File: config.mk
export PLATFORM = sky130hd
export DESIGN_NAME = uart_rx
export DESIGN_NICKNAME = d
export VERILOG_FILES = /design/src/rtl/uart_rx.sv
export SDC_FILE = /design/constraint.sdc
export NUM_CORES = 1
export LEC_CHECK = 0
export ABC_CLOCK_PERIOD_IN_PS = 2800
export CORE_AREA = 2 2 74 76
export DETAILED_ROUTE_END_ITERATION = 10
export DIE_AREA = 0 0 76 78
export GPL_TIMING_DRIVEN = 0
export PLACE_DENSITY = 0.55
export RECOVER_POWER = 100
export REMOVE_ABC_BUFFERS = 1
export SLEW_MARGIN = 15
export SYNTH_ARGS = -nofsm -noshare
export SYNTH_HDL_FRONTEND = slang
export SYNTH_SLANG_ARGS = --single-unit
export TNS_END_PERCENT = 1
File: constraint.sdc
create_clock -name clk -period 2.8 [get_ports clk]
set_input_delay 0.84 -clock clk [delete_from_list [all_inputs] [get_ports clk]]
set_output_delay 0.84 -clock clk [all_outputs]
set_load 0.05 [all_outputs]
File: src/rtl/uart_rx.sv
// UART receiver: 8N1 framing with 3-sample majority voting at mid-bit,
// ready/acknowledge handshake, frame error and overrun reporting.
module uart_rx #(
    parameter int DIV = 16,
    parameter int OVS = 16
) (
    input  logic       clk,
    input  logic       rst_n,
    input  logic       rx,
    input  logic       rd,
    output logic [7:0] data,
    output logic       rdy,
    output logic       valid,
    output logic       frame_err,
    output logic       overrun,
    output logic       busy
);

    localparam int BIT  = DIV * OVS;
    localparam int HALF = BIT / 2;
    localparam int CW   = $clog2(BIT + 2);

    // Sample points: in START the centre is measured from the detected edge,
    // afterwards from one clock past the previous decision.
    localparam logic [CW-1:0] START_S0  = CW'(HALF - 1);
    localparam logic [CW-1:0] START_S1  = CW'(HALF);
    localparam logic [CW-1:0] START_DEC = CW'(HALF + 1);
    localparam logic [CW-1:0] BIT_S0    = CW'(BIT - 2);
    localparam logic [CW-1:0] BIT_S1    = CW'(BIT - 1);
    localparam logic [CW-1:0] BIT_DEC   = CW'(BIT);

    typedef enum logic [1:0] {
        IDLE,
        START,
        DATA,
        STOP
    } state_t;

    state_t          state_q, state_d;
    logic            sync1_q;
    logic            rx_s_q;
    logic            rx_prev_q;
    logic [CW-1:0]   cnt_q, cnt_d;
    logic [2:0]      bit_idx_q, bit_idx_d;
    logic [1:0]      samp_q, samp_d;
    logic [7:0]      shift_q, shift_d;
    logic [7:0]      data_q, data_d;
    logic            new_byte_q, new_byte_d;
    logic            valid_q, valid_d;
    logic            rdy_q, rdy_d;
    logic            frame_err_q, frame_err_d;
    logic            overrun_q, overrun_d;

    logic [CW-1:0]   s0_pt;
    logic [CW-1:0]   s1_pt;
    logic [CW-1:0]   dec_pt;
    logic            maj;

    always_comb begin
        s0_pt  = BIT_S0;
        s1_pt  = BIT_S1;
        dec_pt = BIT_DEC;
        if (state_q == START) begin
            s0_pt  = START_S0;
            s1_pt  = START_S1;
            dec_pt = START_DEC;
        end
    end

    assign maj = (samp_q[0] & samp_q[1]) | (samp_q[0] & rx_s_q) | (samp_q[1] & rx_s_q);

    always_comb begin
        state_d     = state_q;
        cnt_d       = cnt_q;
        bit_idx_d   = bit_idx_q;
        samp_d      = samp_q;
        shift_d     = shift_q;
        data_d      = data_q;
        new_byte_d  = 1'b0;
        frame_err_d = 1'b0;
        valid_d     = new_byte_q;

        case (state_q)
            IDLE: begin
                cnt_d     = '0;
                bit_idx_d = '0;
                if (rx_prev_q && !rx_s_q) begin
                    state_d = START;
                end
            end
            START, DATA, STOP: begin
                cnt_d = cnt_q + CW'(1);
                if (cnt_q == s0_pt) begin
                    samp_d[0] = rx_s_q;
                end
                if (cnt_q == s1_pt) begin
                    samp_d[1] = rx_s_q;
                end
                if (cnt_q == dec_pt) begin
                    // Decision is one clock past the centre, so restart at 1
                    // to keep the next centre exactly one bit period later.
                    cnt_d = CW'(1);
                    case (state_q)
                        START: begin
                            if (maj) begin
                                state_d = IDLE;
                            end else begin
                                state_d   = DATA;
                                bit_idx_d = '0;
                            end
                        end
                        DATA: begin
                            shift_d[bit_idx_q] = maj;
                            if (bit_idx_q == 3'd7) begin
                                state_d = STOP;
                            end else begin
                                bit_idx_d = bit_idx_q + 3'd1;
                            end
                        end
                        default: begin
                            state_d = IDLE;
                            if (maj) begin
                                data_d     = shift_q;
                                new_byte_d = 1'b1;
                            end else begin
                                frame_err_d = 1'b1;
                            end
                        end
                    endcase
                end
            end
            default: begin
                state_d = IDLE;
            end
        endcase
    end

    // Handshake: a new byte always wins over a same-cycle acknowledge.
    always_comb begin
        rdy_d     = rdy_q;
        overrun_d = 1'b0;
        if (new_byte_q) begin
            rdy_d     = 1'b1;
            overrun_d = rdy_q && !rd;
        end else if (rd) begin
            rdy_d = 1'b0;
        end
    end

    always_ff @(posedge clk or negedge rst_n) begin
        if (!rst_n) begin
            state_q     <= IDLE;
            sync1_q     <= 1'b1;
            rx_s_q      <= 1'b1;
            rx_prev_q   <= 1'b1;
            cnt_q       <= '0;
            bit_idx_q   <= '0;
            samp_q      <= 2'b11;
            shift_q     <= 8'h00;
            data_q      <= 8'h00;
            new_byte_q  <= 1'b0;
            valid_q     <= 1'b0;
            rdy_q       <= 1'b0;
            frame_err_q <= 1'b0;
            overrun_q   <= 1'b0;
        end else begin
            state_q     <= state_d;
            sync1_q     <= rx;
            rx_s_q      <= sync1_q;
            rx_prev_q   <= rx_s_q;
            cnt_q       <= cnt_d;
            bit_idx_q   <= bit_idx_d;
            samp_q      <= samp_d;
            shift_q     <= shift_d;
            data_q      <= data_d;
            new_byte_q  <= new_byte_d;
            valid_q     <= valid_d;
            rdy_q       <= rdy_d;
            frame_err_q <= frame_err_d;
            overrun_q   <= overrun_d;
        end
    end

    assign data      = data_q;
    assign rdy       = rdy_q;
    assign valid     = valid_q;
    assign frame_err = frame_err_q;
    assign overrun   = overrun_q;
    assign busy      = (state_q != IDLE);

endmodule

* After elaboration in Yosys (flattened, before gate mapping)
Index checks and enable logic that the tools add are counted.
Operators by class: add/sub/neg operators 2, order comparisons 2, equal/unequal tests 13, mux-type cells 30, bitwise logic cells 6, reduce and logical (&&, ||, !) cells 16
Operators with widths (count):
- == test 9 bit | 3
- 2-to-1 mux 9 bit | 2
- case mux 9 bit (2 select lines) | 1
- 2-to-1 mux 1 bit | 12
- != test 3 bit, second input constant | 4
- case mux 3 bit (2 select lines) | 2
- adder 9 x 1 -> 9 bit, second input constant | 1
- 2-to-1 mux 3 bit | 3
- bitwise mux 8 bit | 1
- 2-to-1 mux 2 bit | 4
- 2-to-1 mux 8 bit | 1
- case mux 2 bit (2 select lines) | 2
- AND reduction 4 bit | 2
- 2-to-1 mux 7 bit | 1
- AND reduction 3 bit | 2
- == test 2 bit, second input constant | 2
- < comparator 3 x 4 -> 1 bit, second input constant | 1
- != test 2 bit, second input constant | 2
- AND reduction 2 bit | 2
- nonzero test 2 bit | 2
- adder 3 x 1 -> 3 bit, second input constant | 1
- bitwise AND 1 bit | 3
- demux 1 bit (select 3 bit) | 1
- == test 3 bit, second input constant | 1
- 9 further kinds | 13
Word-level totals: register bits after elaboration 40, input bits 4, output and inout bits 13, word-level logic and storage cells 84

* Logic depth before layout (Yosys ltp)
depth after elaboration 7, gate-level depth with buffers 7, depth with buffers taken out 6

* Worst setup path after synthesis
Ideal clock, no wire load.
path kind register to register, from register state_q[1], to register data_q[0], in the netlist data[0], library setup time 0.125 ns, arrival 2.075 ns, required time 2.675 ns, path slack 0.600 ns, stages on the path, launching flop included 8, path buffers 1, clock period less this slack 2.200 ns, cells stage by stage dfrtp_1 > inv_1 > ha_1 > buf_6 > nor4b_4 > o211ai_4 > nor4b_4 > mux2_2
Between the ends: word-level cells in the longest chain between the ends 4, elaborated cells on any way between the ends 9, those cells by class eq/ne (4); mux (1); bitwise (1); reduce/logical (3)
Ends and longest elaborated chain:
- from (decl) | line 39 | state_t state_q, state_d;
- from (signal assigned) | line 167 | state_q <= state_d;
- == test 2 x 1 -> 1 bit or == test 2 bit (tied branches) | line 63, 83, 103
- 2-to-1 mux 9 bit or OR reduction 2 bit (tied branches)
- == test 9 bit or inverter 1 bit (tied branches)
- AND reduction 4 bit (no line) *
- to (signal assigned) | line 175 | data_q <= data_d;
- to (decl) | line 47 | logic [7:0] data_q, data_d;
Mark *: on every way between the ends. The rest lies on a longest branch, timed or not. A chain may end at the register's enable or synchronous reset.

* Final worst setup path
from register state_q[0], to output busy
Between the ends: word-level cells in the longest chain between the ends 1
Ends and longest elaborated chain:
- nonzero test 2 bit | line 189 | assign busy = (state_q != IDLE);
- to (decl) | line 16 | output logic busy
Every way passes these cells.

==> flow_summary.ini <==
[run_status]
outcome = finished, final reports clean

[yosys]
synth_common_cells = dfrtp_1, mux2_2, nor2_1
yosys.area.top_type = dfrtp_1
yosysSeqAreaShare_pct = 51.4
ys_ff_latch = 40
synth-adder-area-share_pct = 5.62
post-synth-top-count-cell = dfrtp_1
ys.flop_type = dfrtp_1
async_flop_share_pct = 100
synth.distinct_cells = 45
muxShareOfSynthArea_pct = 11.4
synth_warnings = 0
synth_top_family_by_area = simple AND/OR/NAND/NOR gates
synth_area_per_cell_um2 = 12.3
synth_top_area_share_pct = 44.7
synthCells = 159
synth_xor_area_share_pct = 3.13
synthSimpleGateAreaFrac_pct = 17.6
synth_edf_count = 0
synth_compound_area_share_pct = 7.66
synth_area_mm2 = 0.00196
synth.area.top_cells = dfrtp_1, mux2_2, dfstp_2

[finish]
finalNonFillerCells = 248
area_growth_syn_to_layout_pct = 17.9
drive_above_1_share_pct = 20.2
n_antenna_cell = 0
nNetsFinal = 190
fin_util_pct = 45.9
final_cell_area_mm2 = 0.00231

[power]
p_leak_uw = 0.00106
total_power_uw = 1450
ir_worst_vdd_uv = 305
cellPowerDensity_mw_per_mm2 = 627

[floorplanning]
die_area_mm2 = 0.00593
ios = 17
die_h_um = 78
start_util_pct = 38.9
chipWidth_um = 76
row_count = 26
fp.coreArea_mm2 = 0.00504

[place]
place_congestion = 0.818
dp.cells = 241
dpl-instance-area_mm2 = 0.00219
dpl.hpwl_um = 2610
port_buffers = 16

[clock_tree]
hold_buffers = 0
cts_tree = yes
cts.reportedPaths.clkPinSlew_ns = 0.08
cts_buffers = 5
cts_root_buf = clkbuf_8
clock_latency_ns = 0.29
clock_sinks = 40
post_cts_buffers = 0
clk_path_buf_depth = 2
htreeDepth = 2

[global_route]
grt_max_degree = 28
grt_pass1_wl_um = 6310
grt_use_total_pct = 13.5
antenna_found_initial = 0
first_global_vias = 1296
grt_remaining_overflow = 0

[route]
wl_um = 3600
dr_total_vias = 1289
drt_iter0_markers = 43
wire_per_inst_um = 14.5
routed_via_density = 5.20
drtPass1Iterations = 4
drc = 0
ant_nets = 0

[timing]
post-route-min-period_ns = 2.66
hold_viol = 0
setup_viol = 0
worst_pin_slew_ns = 1.21
rsz0062_at_grt = false
slew_viol_final = 0
slew-limit-headroom_pct = 19.6
clock_skew_ns = 0.00785
fin_tns_setup_ns = 0
fin_crit_sh_pct = 95.0
max_freq_ghz = 0.376

[critical_path]
critical_path_required_ns = 1.96
crit_arrival_ns = 1.82
r2r-end = data[1]$_DFFE_PN0P_
startpoint_type = flip-flop
worstRegToRegCells = 6
reg2reg_from = state_q[1]$_DFFE_PN0P_
ff2ff_setup_slack_ns = 0.25
cp_max_fo = 9
crit_type = reg2out
endpoint_kind = output pin

[worst_hold_path]
min-delay-start = sync1_q$_DFF_PN1_
holdPathEnd = rx_s_q$_DFF_PN1_
holdCritPathClass = reg2reg
whs_path_depth = 0

[job]
drv_cap = 0
==> worst max-delay path, cell delays in order, from the launching register on <==
cell and delay (ns):
dfrtp_1 0.40, inv_1 0.14, ha_2 0.33, clkinv_2 0.19, dlygate4sd2_1 0.47
==> timing repair <==
item,CTS,global route
resized for setup,3,0
setup endpoints to repair,1,0
endpoints found under the hold margin,0,0
==> power breakdown <==
part | internal (uW) | leakage [uW] | switching [uW]
clock network | 351 | 0.0000642 | 189
registers | 618 | 0.000530 | 72.6
logic | 89.8 | 0.000469 | 130
total | 1060 | 0.00106 | 392
==> through the flow <==
step | worst slack (ns) | hold WS [ns]
after detailed placement | -0.0993 | 0.348
after CTS | 0.125 | 0.361
after floorplan | 0.604 | 0.345
after global placement | -0.0670 | 0.349
after global routing | 0.0403 | 0.367
final | 0.141 | 0.364
==> logic make-up (layout without fill, tap and decap cells) <==
logic type | after synthesis | after routing
and+or+nand+nor | 54 | 54
muxes | 20 | 20
AOI/OAI and AO/OA | 16 | 16
DFF | 40 | 40
xor gates and xnor gates | 7 | 7
adders and majority gates | 9 | 9
buffers and inverters | 13 | 32
==> per-layer routing <==
metal  up-vias  share of wire (%)  global-route usage, %
met2        23                 46                   20.2
met1       640                 48                   18.2
met4         0                2.3                   5.82
li1        617                  -                      -
met3         9                3.7                   4.19
met5         -                  0                      0
==> cell type report <==
| class | count | area [um^2] |
|---|---|---|
| inverter | 8 | 31.3 |
| fill | 468 | 2730 |
| multi-input combinational | 106 | 892 |
| clock inverter | 2 | 60.1 |
| sequential | 40 | 1010 |
| tap | 70 | 87.6 |
| timing repair buffer | 17 | 165 |
| clock buffer | 5 | 68.8 |
==> sequential cells by signal, indices dropped and copies added, names as in the netlist, 2 cells and up <==
name / flops
samp_q: 2
cnt_q: 9
data: 8
state_q: 2
bit_idx_q: 3
shift_q: 8
==> how the worst max path moves through the flow <==
stage                      startpoint                   to  depth (start not counted)
3_5_place_dp   state_q[0]$_DFFE_PN0P_                 busy                          4
3_3_place_gp   state_q[0]$_DFFE_PN0P_                 busy                          4
2_1_floorplan  state_q[1]$_DFFE_PN0P_  data[0]$_DFFE_PN0P_                          6
5_1_grt        state_q[0]$_DFFE_PN0P_                 busy                          4
6_report       state_q[0]$_DFFE_PN0P_                 busy                          4
4_1_cts        state_q[0]$_DFFE_PN0P_                 busy                          4
==> cell usage in the layout, fill, tap and decap left out, types with 4 or more instances in the layout <==
cell / Yosys / layout
ha_1: 8 / 7
clkbuf_8: 0 / 5
dlygate4sd3_1: 0 / 14
nor4_1: 8 / 8
nor2_1: 11 / 11
inv_1: 7 / 7
dfstp_2: 5 / 4
nand3_1: 6 / 6
dfrtp_1: 35 / 35
xor2_1: 6 / 6
mux2_2: 19 / 16
nand2_1: 8 / 8
(Power assumes the default switching activity.)
